**src/rtl/nn_pkg.sv**
```systemverilog
// Shared types and constants for the output-neuron result path.
// State encoding, node limits and the signed 8-bit score range.
package nn_pkg;

  typedef enum logic [1:0] {
    IDLE,
    COLLECT,
    DONE
  } state_e;

  localparam int MAX_NODES = 16;

  localparam logic signed [7:0] RESULT_MIN = -8'sd128;
  localparam logic signed [7:0] RESULT_MAX = 8'sd127;

  // A node count field of zero stands for the full sixteen nodes.
  function automatic logic [4:0] decode_n(input logic [3:0] n);
    return (n == 4'd0) ? 5'd16 : {1'b0, n};
  endfunction

endpackage

```
**src/rtl/requantize_sat.sv**
```systemverilog
// Arithmetic right shift of a raw accumulator, then clamp to int8.
// Purely combinational; sign is carried through the shift.
module requantize_sat
  import nn_pkg::*;
#(
  parameter int ACC_W = 16,
  parameter int SHIFT = 4
) (
  input  logic [ACC_W-1:0] acc_i,
  output logic [7:0]       res_o
);

  localparam logic signed [ACC_W-1:0] HI = ACC_W'(127);
  localparam logic signed [ACC_W-1:0] LO = ACC_W'(-128);

  logic signed [ACC_W-1:0] sh;

  assign sh = $signed(acc_i) >>> SHIFT;

  always_comb begin
    res_o = sh[7:0];
    if (sh > HI) begin
      res_o = RESULT_MAX;
    end else if (sh < LO) begin
      res_o = RESULT_MIN;
    end
  end

endmodule

```
**src/rtl/result_collector.sv**
```systemverilog
// Gathers N requantized output-node scores in order and holds them
// for the classifier until the next start.
module result_collector
  import nn_pkg::*;
#(
  parameter int ACC_W = 16,
  parameter int SHIFT = 4
) (
  input  logic             clk,
  input  logic             reset,
  input  logic             start,
  input  logic [3:0]       outputNodeNumber,
  input  logic             in_valid,
  output logic             in_ready,
  input  logic [ACC_W-1:0] in_acc,
  output logic [7:0]       result0,
  output logic [7:0]       result1,
  output logic [7:0]       result2,
  output logic [7:0]       result3,
  output logic [7:0]       result4,
  output logic [7:0]       result5,
  output logic [7:0]       result6,
  output logic [7:0]       result7,
  output logic [7:0]       result8,
  output logic [7:0]       result9,
  output logic [7:0]       result10,
  output logic [7:0]       result11,
  output logic [7:0]       result12,
  output logic [7:0]       result13,
  output logic [7:0]       result14,
  output logic [7:0]       result15,
  output logic [4:0]       count,
  output logic             busy,
  output logic             done,
  output logic             results_valid
);

  state_e      state_q;
  logic [4:0]  n_q;
  logic [4:0]  count_q;
  logic [4:0]  count_d;
  logic        done_q;
  logic [7:0]  res_q [MAX_NODES];
  logic [7:0]  rq;
  logic        xfer;

  requantize_sat #(
    .ACC_W (ACC_W),
    .SHIFT (SHIFT)
  ) u_rq (
    .acc_i (in_acc),
    .res_o (rq)
  );

  assign in_ready = (state_q == COLLECT) && (count_q < n_q);
  assign xfer     = in_valid && in_ready;
  assign count_d  = count_q + 5'd1;

  always_ff @(posedge clk) begin
    if (reset) begin
      state_q <= IDLE;
      n_q     <= 5'd0;
      count_q <= 5'd0;
      done_q  <= 1'b0;
      for (int i = 0; i < MAX_NODES; i++) begin
        res_q[i] <= RESULT_MIN;
      end
    end else begin
      done_q <= 1'b0;
      case (state_q)
        IDLE, DONE: begin
          if (start) begin
            state_q <= COLLECT;
            n_q     <= decode_n(outputNodeNumber);
            count_q <= 5'd0;
            for (int i = 0; i < MAX_NODES; i++) begin
              res_q[i] <= RESULT_MIN;
            end
          end
        end
        COLLECT: begin
          if (xfer) begin
            res_q[count_q[3:0]] <= rq;
            count_q             <= count_d;
            // Final node closes the collection on this same edge.
            if (count_d == n_q) begin
              state_q <= DONE;
              done_q  <= 1'b1;
            end
          end
        end
        default: state_q <= IDLE;
      endcase
    end
  end

  assign count         = count_q;
  assign busy          = (state_q == COLLECT);
  assign done          = done_q;
  assign results_valid = (state_q == DONE);

  assign result0  = res_q[0];
  assign result1  = res_q[1];
  assign result2  = res_q[2];
  assign result3  = res_q[3];
  assign result4  = res_q[4];
  assign result5  = res_q[5];
  assign result6  = res_q[6];
  assign result7  = res_q[7];
  assign result8  = res_q[8];
  assign result9  = res_q[9];
  assign result10 = res_q[10];
  assign result11 = res_q[11];
  assign result12 = res_q[12];
  assign result13 = res_q[13];
  assign result14 = res_q[14];
  assign result15 = res_q[15];

endmodule

```
**config.mk**
```make
export PLATFORM = sky130hd
export DESIGN_NAME = result_collector
export DESIGN_NICKNAME = d
export VERILOG_FILES = /design/src/rtl/nn_pkg.sv /design/src/rtl/requantize_sat.sv /design/src/rtl/result_collector.sv
export SDC_FILE = /design/constraint.sdc
export NUM_CORES = 1
export LEC_CHECK = 0
export ABC_AREA = 1
export BUFFER_PORTS_ARGS = -buffer_cell sky130_fd_sc_hd__buf_2
export CORE_ASPECT_RATIO = 1.2
export CORE_MARGIN = 10
export CORE_UTILIZATION = 35
export CTS_BUF_LIST = sky130_fd_sc_hd__clkbuf_8
export DETAILED_ROUTE_END_ITERATION = 10
export PLACE_DENSITY = 0.67
export SYNTH_ARGS = -nofsm -noshare
export SYNTH_HDL_FRONTEND = slang
export SYNTH_SLANG_ARGS = --single-unit
```
**constraint.sdc**
```tcl
create_clock -name clk -period 2.4 [get_ports clk]
set_input_delay 0.48 -clock clk [delete_from_list [all_inputs] [get_ports clk]]
set_output_delay 0.48 -clock clk [all_outputs]
set_load 0.05 [all_outputs]
```
After elaboration in Yosys (flattened, before gate mapping)

Memory sizes are Yosys's and may differ from the RTL's.
Index checks and enable logic that the tools add are counted.

Bits in registers: 13
RAM bits: 128
Input bits: 24
Output and inout port bits: 137
Logic and storage cells: 84
Memories: 1

Memory list:

| memory | words | width | read ports | clocked after memory_dff | wr ports | RTL line               | source |
|---|---|---|---|---|---|---|---|
| res_q  | 16    | 8     | 16         | 0                        | 16       | result_collector.sv:43 | `logic [7:0] res_q [MAX_NODES];` |

Add/subtract/negate cells: 1
$lt $le $gt $ge: 3
Eq/ne operators: 6
Multiplexer cells: 40
Bitwise gates (word level): 18
Reductions and logical operators: 11

Operators by type and width:

| kind                  | count |
|---|---|
| $mux W8               | 19 |
| $or A1 B1 Y1          | 16 |
| $mux W5               | 3 |
| $gt A12 B8 Y1 const B | 1 |
| $lt A12 B8 Y1 const B | 1 |
| $mux W1               | 12 |
| $pmux W5 S2           | 1 |
| $reduce_or A8 Y1      | 1 |
| $mux W2               | 3 |
| $reduce_and A3 Y1     | 2 |
| $add A5 B1 Y5 const B | 1 |
| $eq A5 B5 Y1          | 1 |
| $lt A5 B5 Y1          | 1 |
| $logic_not A4 Y1      | 1 |
| $mux W4               | 1 |
| $ne A2 B1 Y1 const B  | 2 |
| $pmux W2 S2           | 1 |
| $reduce_or A3 Y1      | 1 |
| $eq A2 B1 Y1 const B  | 1 |
| $eq A2 B2 Y1 const B  | 1 |
| $logic_and A1 B1 Y1   | 2 |
| $logic_not A2 Y1      | 1 |
| $ne A2 B2 Y1 const B  | 1 |
| $not A1 Y1            | 2 |
| 3 further kinds       | 3 |

Depth between registers and ports, before layout

Gate-level depths: netlist of the first run.

Word-level depth: 9
Mapped depth: 12
Mapped depth without buffers: 12

Modules after synthesis

From an unflattened synthesis of the first run, not the netlist that was laid out.

Cell total of the unflattened synthesis: 472
Area, all modules: 5756.8 um2

Modules (own cells, without submodules):

| module           | instances | cells an instance | area an instance (um2) | sequential area each (um2) |
|---|---|---|---|---|
| result_collector | 1         | 451               | 5659.2                 | 4103.9 |
| requantize_sat   | 1         | 21                | 97.6                   | 0.0 |

Worst setup path before layout of the first run

Ideal clock, no wire load.

Path kind: reg2reg
From: register count_q[3], in the netlist count[3]
To: memory res_q[1][0] (enable)
Library setup time: 329 ps
Data arrival time: 2452 ps
Required time: 2071 ps
Setup slack: -381 ps
Stages on the path, launching flop included: 12
Buffers on the path: 1
Clock period less this slack: 2781 ps
Path through: dfxtp_1 > ha_1 > nand2_1 > inv_1 > nand4_1 > nand3_2 > nor2_4 > nand2_4 > nor2_8 > buf_8 > nand3_2 > nand2_1

RTL lines:

| item                     | RTL line               | source |
|---|---|---|
| start: declaration       | result_collector.sv:40 | `logic [4:0] count_q;` |
| start signal: assignment | result_collector.sv:84 | `count_q <= count_d;` |
| end: declaration         | result_collector.sv:43 |  |

Worst setup path after layout of the first run

From: register n_q[2]
To: output port in_ready

Longest elaborated chain between the ends: 2

Ends and longest elaborated chain:

| item                     | RTL line               | source |
|---|---|---|
| start: declaration       | result_collector.sv:39 | `logic [4:0] n_q;` |
| start signal: assignment | result_collector.sv:74 | `n_q <= decode_n(outputNodeNumber);` |
| $lt A5 B5 Y1             | result_collector.sv:55 | `assign in_ready = (state_q == COLLECT) && (count_q < n_q);` |
| $logic_and A1 B1 Y1      | result_collector.sv:55 |  |
| end: declaration         | result_collector.sv:14 | `output logic in_ready,` |

Every way passes these cells.

==> impl_metrics.xml, run 1 <==
<?xml version="1.0" encoding="UTF-8"?>
<metrics>
  <group name="yosys">
    <metric name="ys_types" unit="">24</metric>
    <metric name="synth_flop_cell" unit="">sky130_fd_sc_hd__edfxtp_1</metric>
    <metric name="post-synth-top-area-cell" unit="">sky130_fd_sc_hd__edfxtp_1</metric>
    <metric name="post_synth_edffs" unit="">128</metric>
    <metric name="synth_nets" unit="">485</metric>
    <metric name="synth_top_area_share" unit="">0.6910</metric>
    <metric name="synth.cell_area" unit="um2">5563</metric>
    <metric name="cell_types_with_the_largest_area_share_after_synthesis" unit="">sky130_fd_sc_hd__edfxtp_1, sky130_fd_sc_hd__nor2_1, sky130_fd_sc_hd__dfxtp_1</metric>
    <metric name="synth.avg_cell_area" unit="um2">12.31</metric>
    <metric name="number_of_cells_produced_by_synthesis" unit="">452</metric>
    <metric name="synth-seq-cells" unit="">141</metric>
    <metric name="ys_async_sr_fraction" unit="">0</metric>
    <metric name="synthesis.yosys.warnings" unit="">0</metric>
    <metric name="synth-seq-area-share" unit="">0.7377</metric>
  </group>
  <group name="clocking">
    <metric name="ctsRootBufferMaster" unit="">sky130_fd_sc_hd__clkbuf_8</metric>
    <metric name="clk_transition_reported_paths" unit="ns">0.09</metric>
    <metric name="clock-sinks" unit="">141</metric>
    <metric name="cts.hold.buffers_added" unit="">0</metric>
    <metric name="cts.htree.levels" unit="">4</metric>
    <metric name="cts_inserted_buffers" unit="">17</metric>
    <metric name="cts_buffer_depth" unit="">2</metric>
    <metric name="clkLatencyLatePin" unit="ns">0.44</metric>
    <metric name="cts_tree" unit="">yes</metric>
  </group>
  <group name="timing">
    <metric name="fin_crit" unit="ns">2.305</metric>
    <metric name="fmaxAchievable" unit="GHz">0.4339</metric>
    <metric name="timing.slew.headroom" unit="">0.2795</metric>
    <metric name="finClkSkew" unit="ns">0.01533</metric>
    <metric name="maxSlewViolCount" unit="">0</metric>
    <metric name="endpoints_failing_setup" unit="">0</metric>
    <metric name="finalCritPeriodShare" unit="">0.9604</metric>
    <metric name="postLayoutSetupSlackWorst" unit="ns">0.09513</metric>
    <metric name="number_of_hold_slack_violations_in_the_final_timing_report" unit="">0</metric>
    <metric name="tightest_slew" unit="ns">1.069</metric>
  </group>
  <group name="placement">
    <metric name="hpwl" unit="um">11790</metric>
    <metric name="dpl_cell_area" unit="um2">6899</metric>
    <metric name="place.port_buffers" unit="">156</metric>
    <metric name="placedCellCount" unit="">836</metric>
    <metric name="gp_routability_congestion" unit="">0.8196</metric>
    <metric name="placement_setup_slack" unit="ns">0.07119</metric>
  </group>
  <group name="floorplanning">
    <metric name="floorplan.die.width" unit="um">135.1</metric>
    <metric name="floorplan.io_pins" unit="">161</metric>
    <metric name="fp-row-count" unit="">50</metric>
    <metric name="initial_utilization" unit="">0.3571</metric>
    <metric name="chipHeight" unit="um">158.1</metric>
    <metric name="die_area" unit="um2">21360</metric>
    <metric name="core" unit="um2">15580</metric>
  </group>
  <group name="worst_setup_path">
    <metric name="reg2reg_setup_slack" unit="ns">0.14</metric>
    <metric name="crit_path_cell_trace" unit="">inv_1, ha_1, nand2_1, inv_1, o21ai_2, nand3_2, nor2_4, buf_8</metric>
    <metric name="endpoint" unit="">in_ready</metric>
    <metric name="start_kind" unit="">flip-flop</metric>
    <metric name="timing.critical_path.to_type" unit="">output pin</metric>
    <metric name="critPathSlowestCell" unit="">sky130_fd_sc_hd__dfxtp_1</metric>
    <metric name="worst_r2r_path_depth" unit="">12</metric>
    <metric name="worst_setup_path_startpoint" unit="">n_q[2]$_SDFFE_PP0P_</metric>
    <metric name="worst-endpoint-arrival" unit="ns">1.82</metric>
    <metric name="crit_fanout" unit="">3</metric>
    <metric name="timing.critical_path.slowest_cell_delay" unit="ns">0.36</metric>
    <metric name="cp_common_cell" unit="">sky130_fd_sc_hd__inv_1</metric>
    <metric name="cp_data_required_time" unit="ns">1.92</metric>
    <metric name="worst_r2r_startpoint" unit="">n_q[2]$_SDFFE_PP0P_</metric>
    <metric name="reg2reg_to" unit="">res_q[14][0]$_SDFFCE_PN0P_</metric>
    <metric name="worstSetupPathType" unit="">flip-flop to output pin</metric>
  </group>
  <group name="layout">
    <metric name="antennaDiodeCount" unit="">0</metric>
    <metric name="instances_no_fill" unit="">877</metric>
    <metric name="fillerInstances" unit="">1404</metric>
    <metric name="postLayoutCellArea" unit="um2">7465</metric>
    <metric name="ratio_of_cells_with_drive_above_1_in_the_final_layout" unit="">0.4141</metric>
    <metric name="nNetsFinal" unit="">690</metric>
    <metric name="area_growth_syn_to_layout" unit="%">34.19</metric>
  </group>
  <group name="drt">
    <metric name="detail_route.iter0.violations" unit="">273</metric>
    <metric name="detailed_route_via_count" unit="">4179</metric>
    <metric name="route.detailed.vias_per_inst" unit="">4.765</metric>
    <metric name="drtPass1Iterations" unit="">5</metric>
    <metric name="wirelength_routed" unit="um">16270</metric>
    <metric name="wl_per_cell" unit="um">18.55</metric>
    <metric name="post-route-drc-count" unit="">0</metric>
    <metric name="route.antenna.remaining_nets" unit="">0</metric>
  </group>
  <group name="worst_hold_path">
    <metric name="worstHoldPathType" unit="">input port to flip-flop</metric>
    <metric name="hold_path_startpoint" unit="">outputNodeNumber[0]</metric>
  </group>
  <group name="pwr">
    <metric name="pwr-share-comb" unit="">0.188</metric>
    <metric name="p_seq_frac" unit="">0.475</metric>
    <metric name="power.static_leakage" unit="nW">3.224</metric>
    <metric name="netSwitchingFraction" unit="">0.3107</metric>
    <metric name="internal_power" unit="mW">4.199</metric>
    <metric name="power_density" unit="nW/um2">816.0</metric>
    <metric name="peakVddDrop" unit="uV">381.1</metric>
    <metric name="power.switching" unit="mW">1.892</metric>
    <metric name="power.share.clock" unit="">0.337</metric>
  </group>
  <group name="global_route">
    <metric name="grt_use_met1" unit="">0.1421</metric>
    <metric name="global_route.usage.total" unit="">0.1449</metric>
    <metric name="grt_first_pass_wirelength" unit="um">23520</metric>
    <metric name="grt_start_max_net_pins" unit="">19</metric>
    <metric name="gr-max-usage-layer" unit="">met2</metric>
    <metric name="overflow" unit="">0</metric>
    <metric name="grt_pass1_vias" unit="">4232</metric>
    <metric name="globalRouteMet3Util" unit="">0.04788</metric>
    <metric name="groute.layer.met2.usage" unit="">0.2689</metric>
    <metric name="grt_antenna_before_repair" unit="">0</metric>
  </group>
  <group name="status">
    <metric name="run_status" unit="">finished, final reports clean</metric>
  </group>
  <group name="job">
    <metric name="max_cap_violations" unit="">0</metric>
  </group>
</metrics>
-- worst max-delay path: cells and delay by family (launching register included) --
family	cells	cell delay, ns
and+or+nand+nor	3	0.35
adders and majority gates	1	0.29
DFF	1	0.36
buffers and inverters	3	0.28
AOI/OAI and AO/OA	1	0.11
-- sequential cells by signal, indices dropped and copies added (netlist names) --
register and cells:
done 1, res_q 128, n_q 5, count 5
state_q 2
-- cells in the mapped netlist (2+ instances only) --
library cell               instances
sky130_fd_sc_hd__clkbuf_1          3
sky130_fd_sc_hd__nand3_1          39
sky130_fd_sc_hd__edfxtp_1        128
sky130_fd_sc_hd__nand3_2           6
sky130_fd_sc_hd__buf_2             8
sky130_fd_sc_hd__nor2_4            2
sky130_fd_sc_hd__o21ai_1           7
sky130_fd_sc_hd__nand2_1          43
sky130_fd_sc_hd__nand4_1           5
sky130_fd_sc_hd__ha_1              9
sky130_fd_sc_hd__dfxtp_1          13
sky130_fd_sc_hd__inv_2             2
sky130_fd_sc_hd__nor3_1            2
sky130_fd_sc_hd__nor2_1          134
sky130_fd_sc_hd__inv_1            30
sky130_fd_sc_hd__o21ai_0           7
sky130_fd_sc_hd__a21oi_1           7
-- placed cells by master (no fill, tap or decap) --
| master | instances |
|---|---|
| sky130_fd_sc_hd__buf_4 | 40 |
| sky130_fd_sc_hd__a21oi_1 | 6 |
| sky130_fd_sc_hd__nor2_1 | 132 |
| sky130_fd_sc_hd__o21ai_2 | 7 |
| sky130_fd_sc_hd__bufinv_16 | 4 |
| sky130_fd_sc_hd__nand2_1 | 27 |
| sky130_fd_sc_hd__nor2_8 | 1 |
| sky130_fd_sc_hd__nand3_2 | 6 |
| sky130_fd_sc_hd__o21ai_0 | 7 |
| sky130_fd_sc_hd__ha_1 | 8 |
| sky130_fd_sc_hd__nor2_4 | 4 |
| sky130_fd_sc_hd__buf_12 | 1 |
| sky130_fd_sc_hd__inv_2 | 2 |
| sky130_fd_sc_hd__clkinvlp_4 | 1 |
| sky130_fd_sc_hd__inv_1 | 30 |
| sky130_fd_sc_hd__a21oi_2 | 1 |
| sky130_fd_sc_hd__nor3_1 | 2 |
| sky130_fd_sc_hd__dfxtp_1 | 6 |
| sky130_fd_sc_hd__nand2_4 | 12 |
| sky130_fd_sc_hd__dfxtp_2 | 4 |
| sky130_fd_sc_hd__clkbuf_8 | 17 |
| sky130_fd_sc_hd__nand2_2 | 6 |
| sky130_fd_sc_hd__nand3_1 | 39 |
| sky130_fd_sc_hd__o21ai_1 | 1 |
| sky130_fd_sc_hd__nand3_4 | 1 |
| sky130_fd_sc_hd__nand4_1 | 5 |
| sky130_fd_sc_hd__inv_6 | 3 |
| sky130_fd_sc_hd__buf_8 | 1 |
| sky130_fd_sc_hd__clkinv_2 | 4 |
| sky130_fd_sc_hd__ha_4 | 1 |
| sky130_fd_sc_hd__edfxtp_1 | 128 |
| sky130_fd_sc_hd__clkinv_4 | 2 |
| sky130_fd_sc_hd__a211oi_1 | 1 |
| sky130_fd_sc_hd__nor2_2 | 1 |
| sky130_fd_sc_hd__buf_2 | 155 |
| sky130_fd_sc_hd__dfxtp_4 | 3 |
-- per-stage QoR --
| stage | util | power [mW] | hold WS, ns | setup TNS [ns] |
|---|---|---|---|---|
| 2_1_floorplan | - | 3.740 | 0.4501 | -0.2714 |
| 3_3_place_gp | 0.4429 | 4.044 | 0.4698 | 0 |
| 3_5_place_dp | 0.4429 | 4.065 | 0.5002 | 0 |
| 4_1_cts | 0.4704 | 6.091 | 0.2804 | 0 |
| 5_1_grt | 0.4792 | 6.287 | 0.2798 | -0.003692 |
| 6_report | 0.4792 | 6.091 | 0.2962 | 0 |
-- worst min path at each step --
stage                          endpoint  slack [ns]  cells past startpoint
finish              n_q[0]$_SDFFE_PP0P_        0.30                      3
CTS                 n_q[0]$_SDFFE_PP0P_        0.28                      3
global placement    n_q[4]$_SDFFE_PP0P_        0.47                      2
floorplan           n_q[4]$_SDFFE_PP0P_        0.45                      2
global route        n_q[0]$_SDFFE_PP0P_        0.28                      3
detailed placement  n_q[4]$_SDFFE_PP0P_        0.50                      2
-- layout make-up --
| cell class | instances | area (um2) | share of cell area |
|---|---|---|---|
| flip-flops and latches | 141 | 4120 | 0.5520 |
| multi-input cells | 268 | 1428 | 0.1913 |
| repair buffers | 197 | 1111 | 0.1488 |
| well taps | 208 | 260.3 | 0.03486 |
| clock buffers | 17 | 234.0 | 0.03134 |
| clock inverters | 14 | 191.4 | 0.02565 |
| inverters | 32 | 120.1 | 0.01609 |
-- power groups by stage --
stage / sequential, mW / combinational [mW] / clock, mW
after floorplan: 3.45 / 0.293 / 0
after global placement: 2.95 / 1.10 / 0
after detailed placement: 2.95 / 1.11 / 0
after CTS: 2.90 / 1.12 / 2.08
after global routing: 2.91 / 1.21 / 2.17
final: 2.89 / 1.15 / 2.05
-- cells by family after synthesis --
family | share of synthesized area
AOI/OAI and AO/OA | 0.02182
adders and majority gates | 0.02024
buffers and inverters | 0.03351
DFF | 0.7377
and+or+nand+nor | 0.1867
-- timing repair --
item,CTS,global route
gates cloned,0,1
pin swaps,0,6
buffers inserted,0,9
resized for setup,1,13
endpoints found under the setup margin,1,211
-- metal layers --
| metal | wire length, um | share of wire | vias up |
|---|---|---|---|
| met2 | 8767 | 0.54 | 143 |
| met3 | 1278 | 0.079 | 23 |
| met5 | 0 | 0 | - |
| li1 | - | - | 1956 |
| met4 | 400 | 0.025 | 0 |
| met1 | 5819 | 0.36 | 2057 |
(Power assumes the default switching activity.)
==> run 2, diff against run 1 <==
- BUFFER_PORTS_ARGS: -buffer_cell sky130_fd_sc_hd__buf_2 -> unset
- DONT_BUFFER_PORTS: unset -> 1
- PLACE_DENSITY: 0.67 -> 0.58
- SLEW_MARGIN: unset -> 10
==> run 2 against run 1 <==
  * Combinational power fell by 59%
  * Clock skew is 0.0042 ns higher
  * Cell count down 18%
  * Critical endpoint unchanged
  * Largest cell class unchanged
==> impl_metrics.xml, run 2 (synthesis gave the netlist of run 1 again) <==
<?xml version="1.0" encoding="UTF-8"?>
<metrics>
  <group name="global_route">
    <metric name="groute.layer.met2.usage" unit="">0.2447</metric>
    <metric name="gr-max-usage-layer" unit="">met2</metric>
    <metric name="grt_use_met1" unit="">0.1511</metric>
    <metric name="overflow" unit="">0</metric>
    <metric name="global_route.usage.total" unit="">0.1403</metric>
    <metric name="grt_antenna_before_repair" unit="">0</metric>
    <metric name="globalRouteMet3Util" unit="">0.05263</metric>
    <metric name="grt_pass1_vias" unit="">3450</metric>
    <metric name="grt_start_max_net_pins" unit="">19</metric>
    <metric name="grt_first_pass_wirelength" unit="um">22150</metric>
  </group>
  <group name="layout">
    <metric name="postLayoutCellArea" unit="um2">6583</metric>
    <metric name="mostFrequentLayoutCell" unit="">sky130_fd_sc_hd__nor2_1</metric>
    <metric name="instances_no_fill" unit="">717</metric>
    <metric name="largest-register" unit="">res_q</metric>
    <metric name="area_growth_syn_to_layout" unit="%">18.33</metric>
    <metric name="antennaDiodeCount" unit="">0</metric>
    <metric name="layout_common_cells" unit="">sky130_fd_sc_hd__nor2_1, sky130_fd_sc_hd__edfxtp_1, sky130_fd_sc_hd__nand3_1</metric>
    <metric name="ratio_of_cells_with_drive_above_1_in_the_final_layout" unit="">0.2200</metric>
    <metric name="largest_register_ffs" unit="">128</metric>
    <metric name="nNetsFinal" unit="">529</metric>
    <metric name="layout.core_utilization" unit="">0.4226</metric>
  </group>
  <group name="worst_setup_path">
    <metric name="worstSetupPathType" unit="">flip-flop to output pin</metric>
    <metric name="reg2reg_setup_slack" unit="ns">0.19</metric>
    <metric name="crit_path_cell_trace" unit="">inv_1, ha_1, nand2_1, inv_1, o21ai_2, nand3_2, nor2_4, buf_8</metric>
    <metric name="critical_path.n_buffers_inverters" unit="">3</metric>
    <metric name="worst_r2r_startpoint" unit="">n_q[2]$_SDFFE_PP0P_</metric>
    <metric name="worst_setup_path_startpoint" unit="">n_q[2]$_SDFFE_PP0P_</metric>
    <metric name="crit_fanout" unit="">3</metric>
    <metric name="timing.critical_path.slowest_cell_delay" unit="ns">0.34</metric>
    <metric name="cp_common_cell" unit="">sky130_fd_sc_hd__inv_1</metric>
    <metric name="crit_family" unit="">flip-flops</metric>
    <metric name="cp_data_required_time" unit="ns">1.92</metric>
    <metric name="worst_r2r_path_depth" unit="">12</metric>
    <metric name="timing.critical_path.to_type" unit="">output pin</metric>
    <metric name="worst-endpoint-arrival" unit="ns">1.76</metric>
    <metric name="endpoint" unit="">in_ready</metric>
    <metric name="critPathSlowestCell" unit="">sky130_fd_sc_hd__dfxtp_2</metric>
    <metric name="start_kind" unit="">flip-flop</metric>
    <metric name="reg2reg_to" unit="">res_q[8][7]$_SDFFCE_PN1P_</metric>
    <metric name="worstSetupPathDepth" unit="">8</metric>
  </group>
  <group name="placement">
    <metric name="placedCellCount" unit="">683</metric>
    <metric name="dpl_cell_area" unit="um2">6117</metric>
    <metric name="place.port_buffers" unit="">0</metric>
    <metric name="hpwl" unit="um">11270</metric>
    <metric name="placement_setup_slack" unit="ns">0.07837</metric>
    <metric name="gp_routability_congestion" unit="">0.8202</metric>
  </group>
  <group name="pwr">
    <metric name="peakVddDrop" unit="uV">288.6</metric>
    <metric name="power.static_leakage" unit="nW">2.492</metric>
    <metric name="power_density" unit="nW/um2">887.5</metric>
    <metric name="power" unit="mW">5.842</metric>
  </group>
  <group name="timing">
    <metric name="tightest_slew" unit="ns">0.8912</metric>
    <metric name="postLayoutSetupSlackWorst" unit="ns">0.1621</metric>
    <metric name="maxSlewViolCount" unit="">0</metric>
    <metric name="rsz0062_at_grt" unit="">no</metric>
    <metric name="fmaxAchievable" unit="GHz">0.4468</metric>
    <metric name="fin_crit" unit="ns">2.238</metric>
    <metric name="timing.slew.headroom" unit="">0.4045</metric>
    <metric name="number_of_hold_slack_violations_in_the_final_timing_report" unit="">0</metric>
    <metric name="totalNegativeSetupSlack" unit="ns">0</metric>
    <metric name="endpoints_failing_setup" unit="">0</metric>
    <metric name="finalCritPeriodShare" unit="">0.9325</metric>
    <metric name="finClkSkew" unit="ns">0.01955</metric>
    <metric name="whs" unit="ns">0.09885</metric>
  </group>
  <group name="clocking">
    <metric name="cts_buffer_depth" unit="">2</metric>
    <metric name="clock-sinks" unit="">141</metric>
    <metric name="clk_transition_reported_paths" unit="ns">0.09</metric>
    <metric name="clkLatencyLatePin" unit="ns">0.43</metric>
    <metric name="cts.htree.levels" unit="">4</metric>
    <metric name="cts_tree" unit="">yes</metric>
    <metric name="cts_inserted_buffers" unit="">17</metric>
    <metric name="ctsRootBufferMaster" unit="">sky130_fd_sc_hd__clkbuf_8</metric>
  </group>
  <group name="drt">
    <metric name="route.detailed.vias_per_inst" unit="">4.948</metric>
    <metric name="post-route-drc-count" unit="">0</metric>
    <metric name="wl_per_cell" unit="um">21.60</metric>
    <metric name="detailed_route_via_count" unit="">3548</metric>
    <metric name="detail_route.iter0.violations" unit="">231</metric>
    <metric name="wirelength_routed" unit="um">15490</metric>
    <metric name="route.antenna.remaining_nets" unit="">0</metric>
    <metric name="drtPass1Iterations" unit="">5</metric>
  </group>
  <group name="floorplanning">
    <metric name="initial_utilization" unit="">0.3571</metric>
    <metric name="fp-row-count" unit="">50</metric>
    <metric name="core" unit="um2">15580</metric>
    <metric name="die_area" unit="um2">21360</metric>
    <metric name="chipHeight" unit="um">158.1</metric>
    <metric name="floorplan.die.width" unit="um">135.1</metric>
    <metric name="floorplan.io_pins" unit="">161</metric>
  </group>
  <group name="status">
    <metric name="run_status" unit="">finished, final reports clean</metric>
  </group>
  <group name="worst_hold_path">
    <metric name="worstHoldPathType" unit="">input port to flip-flop</metric>
  </group>
  <group name="job">
    <metric name="max_cap_violations" unit="">0</metric>
  </group>
</metrics>
run 2: cell types whose count changed in the layout (fill, tap and decap cells not counted), moves of 3 or more:
cell | before | now
sky130_fd_sc_hd__buf_2 | 155 | 0
sky130_fd_sc_hd__buf_4 | 40 | 35
sky130_fd_sc_hd__nand2_2 | 6 | 12
sky130_fd_sc_hd__nand2_4 | 12 | 7
sky130_fd_sc_hd__o21ai_1 | 1 | 4
sky130_fd_sc_hd__o21ai_2 | 7 | 4
run 2: where the power goes:
part | internal, mW | leakage (nW) | switching [mW]
Combinational | 0.117 | 0.842 | 0.352
Clock | 1.03 | 0.208 | 0.927
Sequential | 2.85 | 1.44 | 0.568
run 2: per-layer routing:
layer  share of wire  wire (um)
met4           0.017        261
met3           0.086       1333
met1            0.37       5754
met2            0.53       8137
met5               0          0
run 2: worst min path at each step:
stage / to / depth (start not counted) / slack (ns) / from
3_5_place_dp: n_q[4]$_SDFFE_PP0P_ / 2 / 0.49 / n_q[4]$_SDFFE_PP0P_
2_1_floorplan: n_q[4]$_SDFFE_PP0P_ / 2 / 0.45 / n_q[4]$_SDFFE_PP0P_
3_3_place_gp: n_q[4]$_SDFFE_PP0P_ / 2 / 0.49 / n_q[4]$_SDFFE_PP0P_
6_report: count[2]$_SDFFE_PP0P_ / 1 / 0.1 / reset
5_1_grt: count[2]$_SDFFE_PP0P_ / 1 / 0.06 / reset
4_1_cts: count[2]$_SDFFE_PP0P_ / 1 / 0.07 / reset
run 2: repair_timing:
item	CTS	global route
buffers inserted	0	2
hold buffers	0	0
resized for setup	0	9
endpoints found under the setup margin	0	185
run 2: worst register-to-register path, stage by stage (launching register included):
cell,delay [ns]
sky130_fd_sc_hd__dfxtp_2,0.34
sky130_fd_sc_hd__inv_1,0.05
sky130_fd_sc_hd__ha_1,0.29
sky130_fd_sc_hd__nand2_1,0.06
sky130_fd_sc_hd__inv_1,0.04
sky130_fd_sc_hd__o21ai_2,0.11
sky130_fd_sc_hd__nand3_2,0.11
sky130_fd_sc_hd__nor2_4,0.15
sky130_fd_sc_hd__nand2_4,0.11
sky130_fd_sc_hd__nor2_8,0.13
sky130_fd_sc_hd__buf_12,0.16
sky130_fd_sc_hd__nand3_4,0.13
sky130_fd_sc_hd__nand2_2,0.21
run 2: layout make-up:
class                   instances  area [um2]
clock buffers                  17       234.0
clock inverters                15       170.2
fillers                      1439        8995
inverters                      32       120.1
multi-input cells             267        1379
flip-flops and latches        141        4121
well taps                     208       260.3
repair buffers                 37       297.8
